`config.mk`:
```
export PLATFORM = sky130hd
export DESIGN_NAME = pulse_stretcher_flat
export DESIGN_NICKNAME = d
export VERILOG_FILES = /design/src/rtl/pulse_stretcher_if.sv /design/src/rtl/pulse_stretcher.sv /design/src/flat_wrapper.sv
export SDC_FILE = /design/constraint.sdc
export NUM_CORES = 1
export LEC_CHECK = 0
export ABC_AREA = 1
export CAP_MARGIN = 20
export CELL_PAD_IN_SITES_DETAIL_PLACEMENT = 0
export CELL_PAD_IN_SITES_GLOBAL_PLACEMENT = 1
export CORE_AREA = 2 2 59 61
export CTS_CLUSTER_SIZE = 24
export DETAILED_ROUTE_END_ITERATION = 16
export DIE_AREA = 0 0 61 63
export HOLD_SLACK_MARGIN = 0.05
export PLACE_DENSITY_LB_ADDON = 0.12
export SYNTH_ARGS = -nofsm -noshare
export SYNTH_HDL_FRONTEND = slang
export SYNTH_SLANG_ARGS = --single-unit
```
`constraint.sdc`:
```
create_clock -name clk -period 2.22 [get_ports clk]
set_input_delay 0.333 -clock clk [delete_from_list [all_inputs] [get_ports clk]]
set_output_delay 0.333 -clock clk [all_outputs]
set_load 0.05 [all_outputs]
```
`src/rtl/pulse_stretcher_if.sv`:
```
// Event-in / stretched-level-out signal bundle for pulse_stretcher.
// No storage; pure wiring between the event source and the stretcher.
// No backpressure: events are accepted every cycle, and excess events are reported through overflow.
interface pulse_stretcher_if #(
  parameter int PEND_W = 4
) ();
  logic              pulse_in;
  logic              clear;
  logic              level_out;
  logic              busy;
  logic [PEND_W-1:0] pending;
  logic              overflow;

  // Event source / observer side
  modport master (
    output pulse_in,
    output clear,
    input  level_out,
    input  busy,
    input  pending,
    input  overflow
  );

  // Stretcher side
  modport slave (
    input  pulse_in,
    input  clear,
    output level_out,
    output busy,
    output pending,
    output overflow
  );
endinterface

```
`src/rtl/pulse_stretcher.sv`:
```
// Stretches each input event into a HIGH_CYCLES-wide level, with at least GAP_CYCLES low cycles between levels.
// Latency: level_out rises 1 cycle after the event is sampled. Events arriving during HIGH/GAP are queued and replayed in order.
// No backpressure: when the pending counter is saturated, a new event is dropped and overflow strobes for one cycle.
module pulse_stretcher #(
  parameter int HIGH_CYCLES = 4,
  parameter int GAP_CYCLES  = 2,
  parameter int PEND_W      = 4
) (
  input  logic               clk,
  input  logic               rst_n,
  pulse_stretcher_if.slave   bus
);

  typedef enum logic [1:0] {
    ST_IDLE = 2'd0,
    ST_HIGH = 2'd1,
    ST_GAP  = 2'd2
  } state_t;

  localparam logic [7:0]        HIGH_LOAD = 8'(HIGH_CYCLES - 1);
  localparam logic [7:0]        GAP_LOAD  = 8'(GAP_CYCLES - 1);
  localparam logic [PEND_W-1:0] PEND_MAX  = '1;
  localparam logic [PEND_W-1:0] PEND_ONE  = {{(PEND_W-1){1'b0}}, 1'b1};

  state_t            state_q, state_d;
  logic [7:0]        cnt_q, cnt_d;
  logic [PEND_W-1:0] pend_q, pend_d;
  logic              level_q, level_d;
  logic              busy_q, busy_d;
  logic              ovf_q, ovf_d;
  logic              enq;

  // Next-state, counter, pending-queue and output decode
  always_comb begin
    state_d = state_q;
    cnt_d   = cnt_q;
    pend_d  = pend_q;
    ovf_d   = 1'b0;
    enq     = 1'b0;

    case (state_q)
      ST_IDLE: begin
        if (bus.pulse_in) begin
          state_d = ST_HIGH;
          cnt_d   = HIGH_LOAD;
        end
      end
      ST_HIGH: begin
        enq = bus.pulse_in;
        if (cnt_q == 8'd0) begin
          state_d = ST_GAP;
          cnt_d   = GAP_LOAD;
        end else begin
          cnt_d = cnt_q - 8'd1;
        end
      end
      ST_GAP: begin
        if (cnt_q == 8'd0) begin
          if ((pend_q != '0) || bus.pulse_in) begin
            // Restart directly from GAP: a fresh pulse is consumed in place of
            // a queued one, so pending only drops when no new pulse arrives.
            state_d = ST_HIGH;
            cnt_d   = HIGH_LOAD;
            if ((pend_q != '0) && !bus.pulse_in) begin
              pend_d = pend_q - PEND_ONE;
            end
          end else begin
            state_d = ST_IDLE;
          end
        end else begin
          enq   = bus.pulse_in;
          cnt_d = cnt_q - 8'd1;
        end
      end
      default: begin
        state_d = ST_IDLE;
        cnt_d   = 8'd0;
      end
    endcase

    if (enq) begin
      if (pend_q != PEND_MAX) begin
        pend_d = pend_q + PEND_ONE;
      end else begin
        ovf_d = 1'b1;
      end
    end

    // Synchronous abort wins over any event in the same cycle
    if (bus.clear) begin
      state_d = ST_IDLE;
      cnt_d   = 8'd0;
      pend_d  = '0;
      ovf_d   = 1'b0;
    end

    level_d = (state_d == ST_HIGH);
    busy_d  = (state_d != ST_IDLE);
  end

  // State and registered outputs, cleared asynchronously by reset
  always_ff @(posedge clk or negedge rst_n) begin
    if (!rst_n) begin
      state_q <= ST_IDLE;
      cnt_q   <= 8'd0;
      pend_q  <= '0;
      level_q <= 1'b0;
      busy_q  <= 1'b0;
      ovf_q   <= 1'b0;
    end else begin
      state_q <= state_d;
      cnt_q   <= cnt_d;
      pend_q  <= pend_d;
      level_q <= level_d;
      busy_q  <= busy_d;
      ovf_q   <= ovf_d;
    end
  end

  assign bus.level_out = level_q;
  assign bus.busy      = busy_q;
  assign bus.pending   = pend_q;
  assign bus.overflow  = ovf_q;

endmodule

```
`src/flat_wrapper.sv`:
```
// flat-port wrapper written by rule: the top's interface ports become plain ports
module pulse_stretcher_flat 
#(
  parameter int HIGH_CYCLES = 4,
  parameter int GAP_CYCLES  = 2,
  parameter int PEND_W      = 4
)
  (clk, rst_n, bus_pulse_in, bus_clear, bus_level_out, bus_busy, bus_pending, bus_overflow);
  pulse_stretcher_if #(.PEND_W(PEND_W)) bus_i ();
  input  logic clk;
  input  logic rst_n;
  input wire logic [$bits(bus_i.pulse_in)-1:0] bus_pulse_in;
  input wire logic [$bits(bus_i.clear)-1:0] bus_clear;
  output wire logic [$bits(bus_i.level_out)-1:0] bus_level_out;
  output wire logic [$bits(bus_i.busy)-1:0] bus_busy;
  output wire logic [$bits(bus_i.pending)-1:0] bus_pending;
  output wire logic [$bits(bus_i.overflow)-1:0] bus_overflow;
  assign bus_i.pulse_in = bus_pulse_in;
  assign bus_i.clear = bus_clear;
  assign bus_level_out = bus_i.level_out;
  assign bus_busy = bus_i.busy;
  assign bus_pending = bus_i.pending;
  assign bus_overflow = bus_i.overflow;
  pulse_stretcher #(.HIGH_CYCLES(HIGH_CYCLES), .GAP_CYCLES(GAP_CYCLES), .PEND_W(PEND_W)) u_core (.clk(clk), .rst_n(rst_n), .bus(bus_i));
endmodule
```
**Word-level counts from Yosys, hierarchy flattened**

Cells that the tools add are included.

- Reductions and logical operators: 8
- Mux-type cells: 24
- Add/subtract/negate cells: 3
- Equal/unequal tests: 6

Operators with widths:

| kind | number |
|---|---|
| 2-to-1 mux 8 bit | 5 |
| 2-to-1 mux 4 bit | 7 |
| case mux 8 bit (3 select lines) | 1 |
| logical NOT 8 bit | 1 |
| 2-to-1 mux 2 bit | 4 |
| inequality test 4 bit, second input constant | 2 |
| subtractor 8 x 1 -> 8 bit, second input constant | 1 |
| case mux 2 bit (3 select lines) | 1 |
| 2-to-1 mux 1 bit | 5 |
| adder 4 x 1 -> 4 bit, second input constant | 1 |
| equality test 2 x 1 -> 1 bit, second input constant | 2 |
| nonzero test 4 bit | 1 |
| subtractor 4 x 1 -> 4 bit, second input constant | 1 |
| inequality test 3 bit, second input constant | 1 |
| equality test 2 bit, second input constant | 1 |
| logical NOT 2 bit | 1 |
| case mux 1 bit (2 select lines) | 1 |
| AND reduction 2 bit | 1 |
| nonzero test 2 bit | 1 |
| logical AND 1 bit | 1 |
| logical NOT 1 bit | 1 |
| logical OR 1 bit | 1 |

- Input port bits: 4
- Logic and storage cells: 47
- Bits in registers: 17

**Longest topological paths before layout**

- Depth after elaboration: 9
- Depth in mapped cells: 11

**Worst setup path before layout**

No wires, ideal clock.

- Path kind: register -> register
- From: register u_core.pend_q[0] (netlist: u_core.bus.pending[0])
- To: register u_core.cnt_q[3]
- Slack: 0.434 ns
- Arrival time: 1.668 ns
- Cell stages (with the launch flop): 11
- Required time: 2.102 ns
- Path through: dfrtp_1 > inv_1 > ha_1 > nand3_1 > inv_1 > nand4_4 > nand2_4 > inv_4 > nand2_4 > nand2_1 > nor2_2

- Word-level cells in the longest chain between the ends: 4

RTL lines:

| element | RTL line | RTL |
|---|---|---|
| from (decl) | pulse_stretcher.sv:27 | `logic [PEND_W-1:0] pend_q, pend_d;` |
| from (signal assigned) | pulse_stretcher.sv:113 | `pend_q <= pend_d;` |
| nonzero test 4 bit | pulse_stretcher.sv:59 | `if ((pend_q != '0) \|\| bus.pulse_in) begin` |
| logical OR 1 bit | pulse_stretcher.sv:59 |  |
| inequality test 4 bit (no source line) | -- |  |
| AND reduction 2 bit (no source line) | -- |  |
| to (signal assigned) | pulse_stretcher.sv:112 | `cnt_q <= cnt_d;` |
| to (decl) | pulse_stretcher.sv:26 | `logic [7:0] cnt_q, cnt_d;` |

Every way passes these cells.
A chain may end at the register's enable or synchronous reset.

**Worst setup path in the final report**

- From: register u_core.pend_q[3] (netlist: u_core.bus.pending[3])
- To: output bus_pending[3]

RTL lines:

| element | RTL line | RTL |
|---|---|---|
| to (decl) | flat_wrapper.sv:16 | `output wire logic [$bits(bus_i.pending)-1:0] bus_pending;` |

No word-level cell between the ends.

==> results.cfg <==
[outcome]
status = finished, final reports clean

[synth]
synth.top_cell.area_share = 0.3317
syn_nets = 193
async_flop_share = 1.000
ys.flop_type = dfrtp_1
synth_commonest_cells = 32 x inv_1, 30 x nand2_1, 23 x nor2_1
avgSynthCellArea_um2 = 7.047
yosys.cell_count.top_type = inv_1
synthCells = 182
synthTopCellsByArea = dfrtp_1 33%, inv_1 9.4%, nand2_1 8.8%, nand3_1 8.2%, ha_1 6.8%
synth.distinct_cells = 24
yosysTopAreaCell = dfrtp_1
synth_area_um2 = 1282
synth-seq-area-share = 0.3317
ys_ff_latch = 17
ys.warnings.count = 0
synth_edf_count = 0

[power]
total_power_w = 0.001532
vdd_drop_max_uv = 395.5
swShare = 0.5107
p_clk_frac = 0.114
combPwrFrac = 0.592
p_int_w = 0.0007495
leakage_nw = 0.7402
p_seq_frac = 0.294
switching_power_w = 0.0007823
power_per_cell_area_nw_per_um2 = 1047

[worst_setup_path]
cp_cell_sequence = clkdlybuf4s50_1
required_ps = 1890
critical_path.max_stage_delay_ps = 850
cp_data_arrival_time_ps = 1610
criticalPathCategory = reg -> out
cp_slowest_cell = clkdlybuf4s50_1
crit_family = buffers and inverters
critical_path_buf_inv_count = 1
critPathMaxFanout = 6
crit_path_start_kind = flip-flop
endpoint_kind = output pin

[cts]
clk_pin_slew_ps = 110
numCtsBuffers = 3
clock_latency_ps = 300
cts_resized = 0
htreeDepth = 1
post_cts_buffers = 0
clockBufferDepth = 2
cts_num_sinks = 17
cts_root_buf = clkbuf_4
cts_hold_buffers = 0
cts_tree = built

[sta]
fmax_mhz = 514.7
setup_viol = 0
fin_skew_ps = 10.35
fin_crit_sh = 0.8752
fin_ws_ps = 277.1
hold-worst-slack_ps = 349.9
finalHoldViolCount = 0
drv_slew = 0
fin_crit_ps = 1943
rsz0062_at_grt = no
tns_ps = 0
slew_headroom = 0.6647
tightest_slew_ps = 501.3

[routing]
dr.first_iter.drc_count = 66
wl_per_cell_um = 11.56
detail-route-antenna-nets = 0
dr_total_vias = 1172
drc = 0
vias_per_cell = 4.843
routed_wirelength_um = 2797
first_pass_iters = 4

[floorplan]
initial_utilization = 0.3968
io_pins = 11
dieWidth_um = 61
rows = 21
fp.coreArea_um2 = 3232
dieArea_um2 = 3843
dieHeight_um = 63

[place]
placedCellCount = 238
gp_congestion = 0.8797
pre_cts_ws_ps = 224.4
numPortBuffers = 10
detailedPlacementHpwl_um = 2168

[cells_and_area]
diodes = 0
fill_cells = 351
final_net_count = 208
syn2layout_area_growth_pct = 14.05
stdcell_count = 242
drive_gt1_frac = 0.1173

[global_route]
antenna_found_initial = 0
grt_first_pass_wirelength_um = 4864
track_usage = 0.1649
gr-total-overflow = 0
grt_pass1_vias = 1104
grt_start_max_net_pins = 18

[job]
cap_viol_max_count = 0

[worst_hold_path]
min_path_type = in -> async
## flip-flops by register name (all words and copies together) (netlist names)
| name | count |
|---|---|
| u_core.cnt_q | 8 |
| u_core.bus.pending | 4 |
| u_core.state_q | 2 |
| u_core.bus.busy | 1 |
| u_core.bus.level_out | 1 |
| u_core.bus.overflow | 1 |
## power by group through the flow
stage | combinational [W] | sequential (W) | clock (W)
CTS | 0.000907 | 0.000450 | 0.000184
detailed placement | 0.000904 | 0.000458 | 0
floorplan | 0.000661 | 0.000523 | 0
global route | 0.00102 | 0.000460 | 0.000196
global placement | 0.000901 | 0.000454 | 0
finish | 0.000907 | 0.000450 | 0.000175
## routing by layer
layer	track usage	vias to the layer above	wire length (um)
met5	0	-	0
met4	0.05435	0	36
met3	0.02692	5	76
met2	0.2500	20	1299
met1	0.2351	539	1385
li1	-	608	-
## worst register-to-register path, cell delays in order (launching register included)
cell     delay (ps)
dfrtp_1         370
inv_1           110
ha_1            300
nand2_2         130
nor2_8          270
nand4_4         220
nand2_4         140
inv_4            60
nand3_1          70
o21ai_1          60
## worst paths after layout
| kind | start | slack, ps | depth (start not counted) | to |
|---|---|---|---|---|
| setup / recovery | u_core.bus.pending[3] | 280 | 1 | bus_pending[3] |
| min in group clk | u_core.cnt_q[7] | 550 | 2 | u_core.cnt_q[7] |
| max in group asynchronous | rst_n | 1660 | 2 | u_core.cnt_q[0] |
| hold reg to reg | u_core.cnt_q[7] | 550 | 2 | u_core.cnt_q[7] |
| setup reg to reg | u_core.cnt_q[0] | 370 | 9 | u_core.cnt_q[1] |
| hold / removal | rst_n | 350 | 2 | u_core.bus.pending[2] |
## cells in the final DEF, fill, tap and decap left out
cell and count:
dfrtp_1 17, nand2_1 30, nor2_2 4, clkdlybuf4s50_1 10, ha_1 7, buf_4 2, nand4_4 1, o21ai_0 7
clkbuf_1 1, nand3_2 2, nand3_1 21, nand2_2 2, nor2_1 23, nor3_1 4, and2_1 1, clkbuf_4 3
a21oi_1 6, inv_4 1, inv_2 4, nor2_8 1, inv_1 32, nand4_1 10, or2_2 1, o21ai_1 3
xor2_1 1, nand2_4 2
## cell type report
class / count / area (um2) / share of cell area
Tap cell: 46 / 57.56 / 0.03935
Multi-Input combinational cell: 126 / 696.9 / 0.4765
Sequential cell: 17 / 425.4 / 0.2908
Clock buffer: 4 / 26.28 / 0.01796
Inverter: 37 / 141.4 / 0.09666
Timing Repair Buffer: 12 / 115.1 / 0.07870
## per-stage QoR
step           cell area, um2    util
2_1_floorplan            1282       -
3_3_place_gp             1436  0.4444
3_5_place_dp             1436  0.4444
4_1_cts                  1463  0.4526
5_1_grt                  1463  0.4526
6_report                 1463  0.4526
## cells by family (layout without fill, tap and decap cells)
logic type	Yosys count	after routing	share of synthesized area
flops	17	17	0.3317
compound gates	16	16	0.06243
simple gates	102	102	0.4059
xor+xnor	1	1	0.006831
buf+inv	39	53	0.1249
fa+ha+maj	7	7	0.06829
Power figures use the tool's default switching activity.
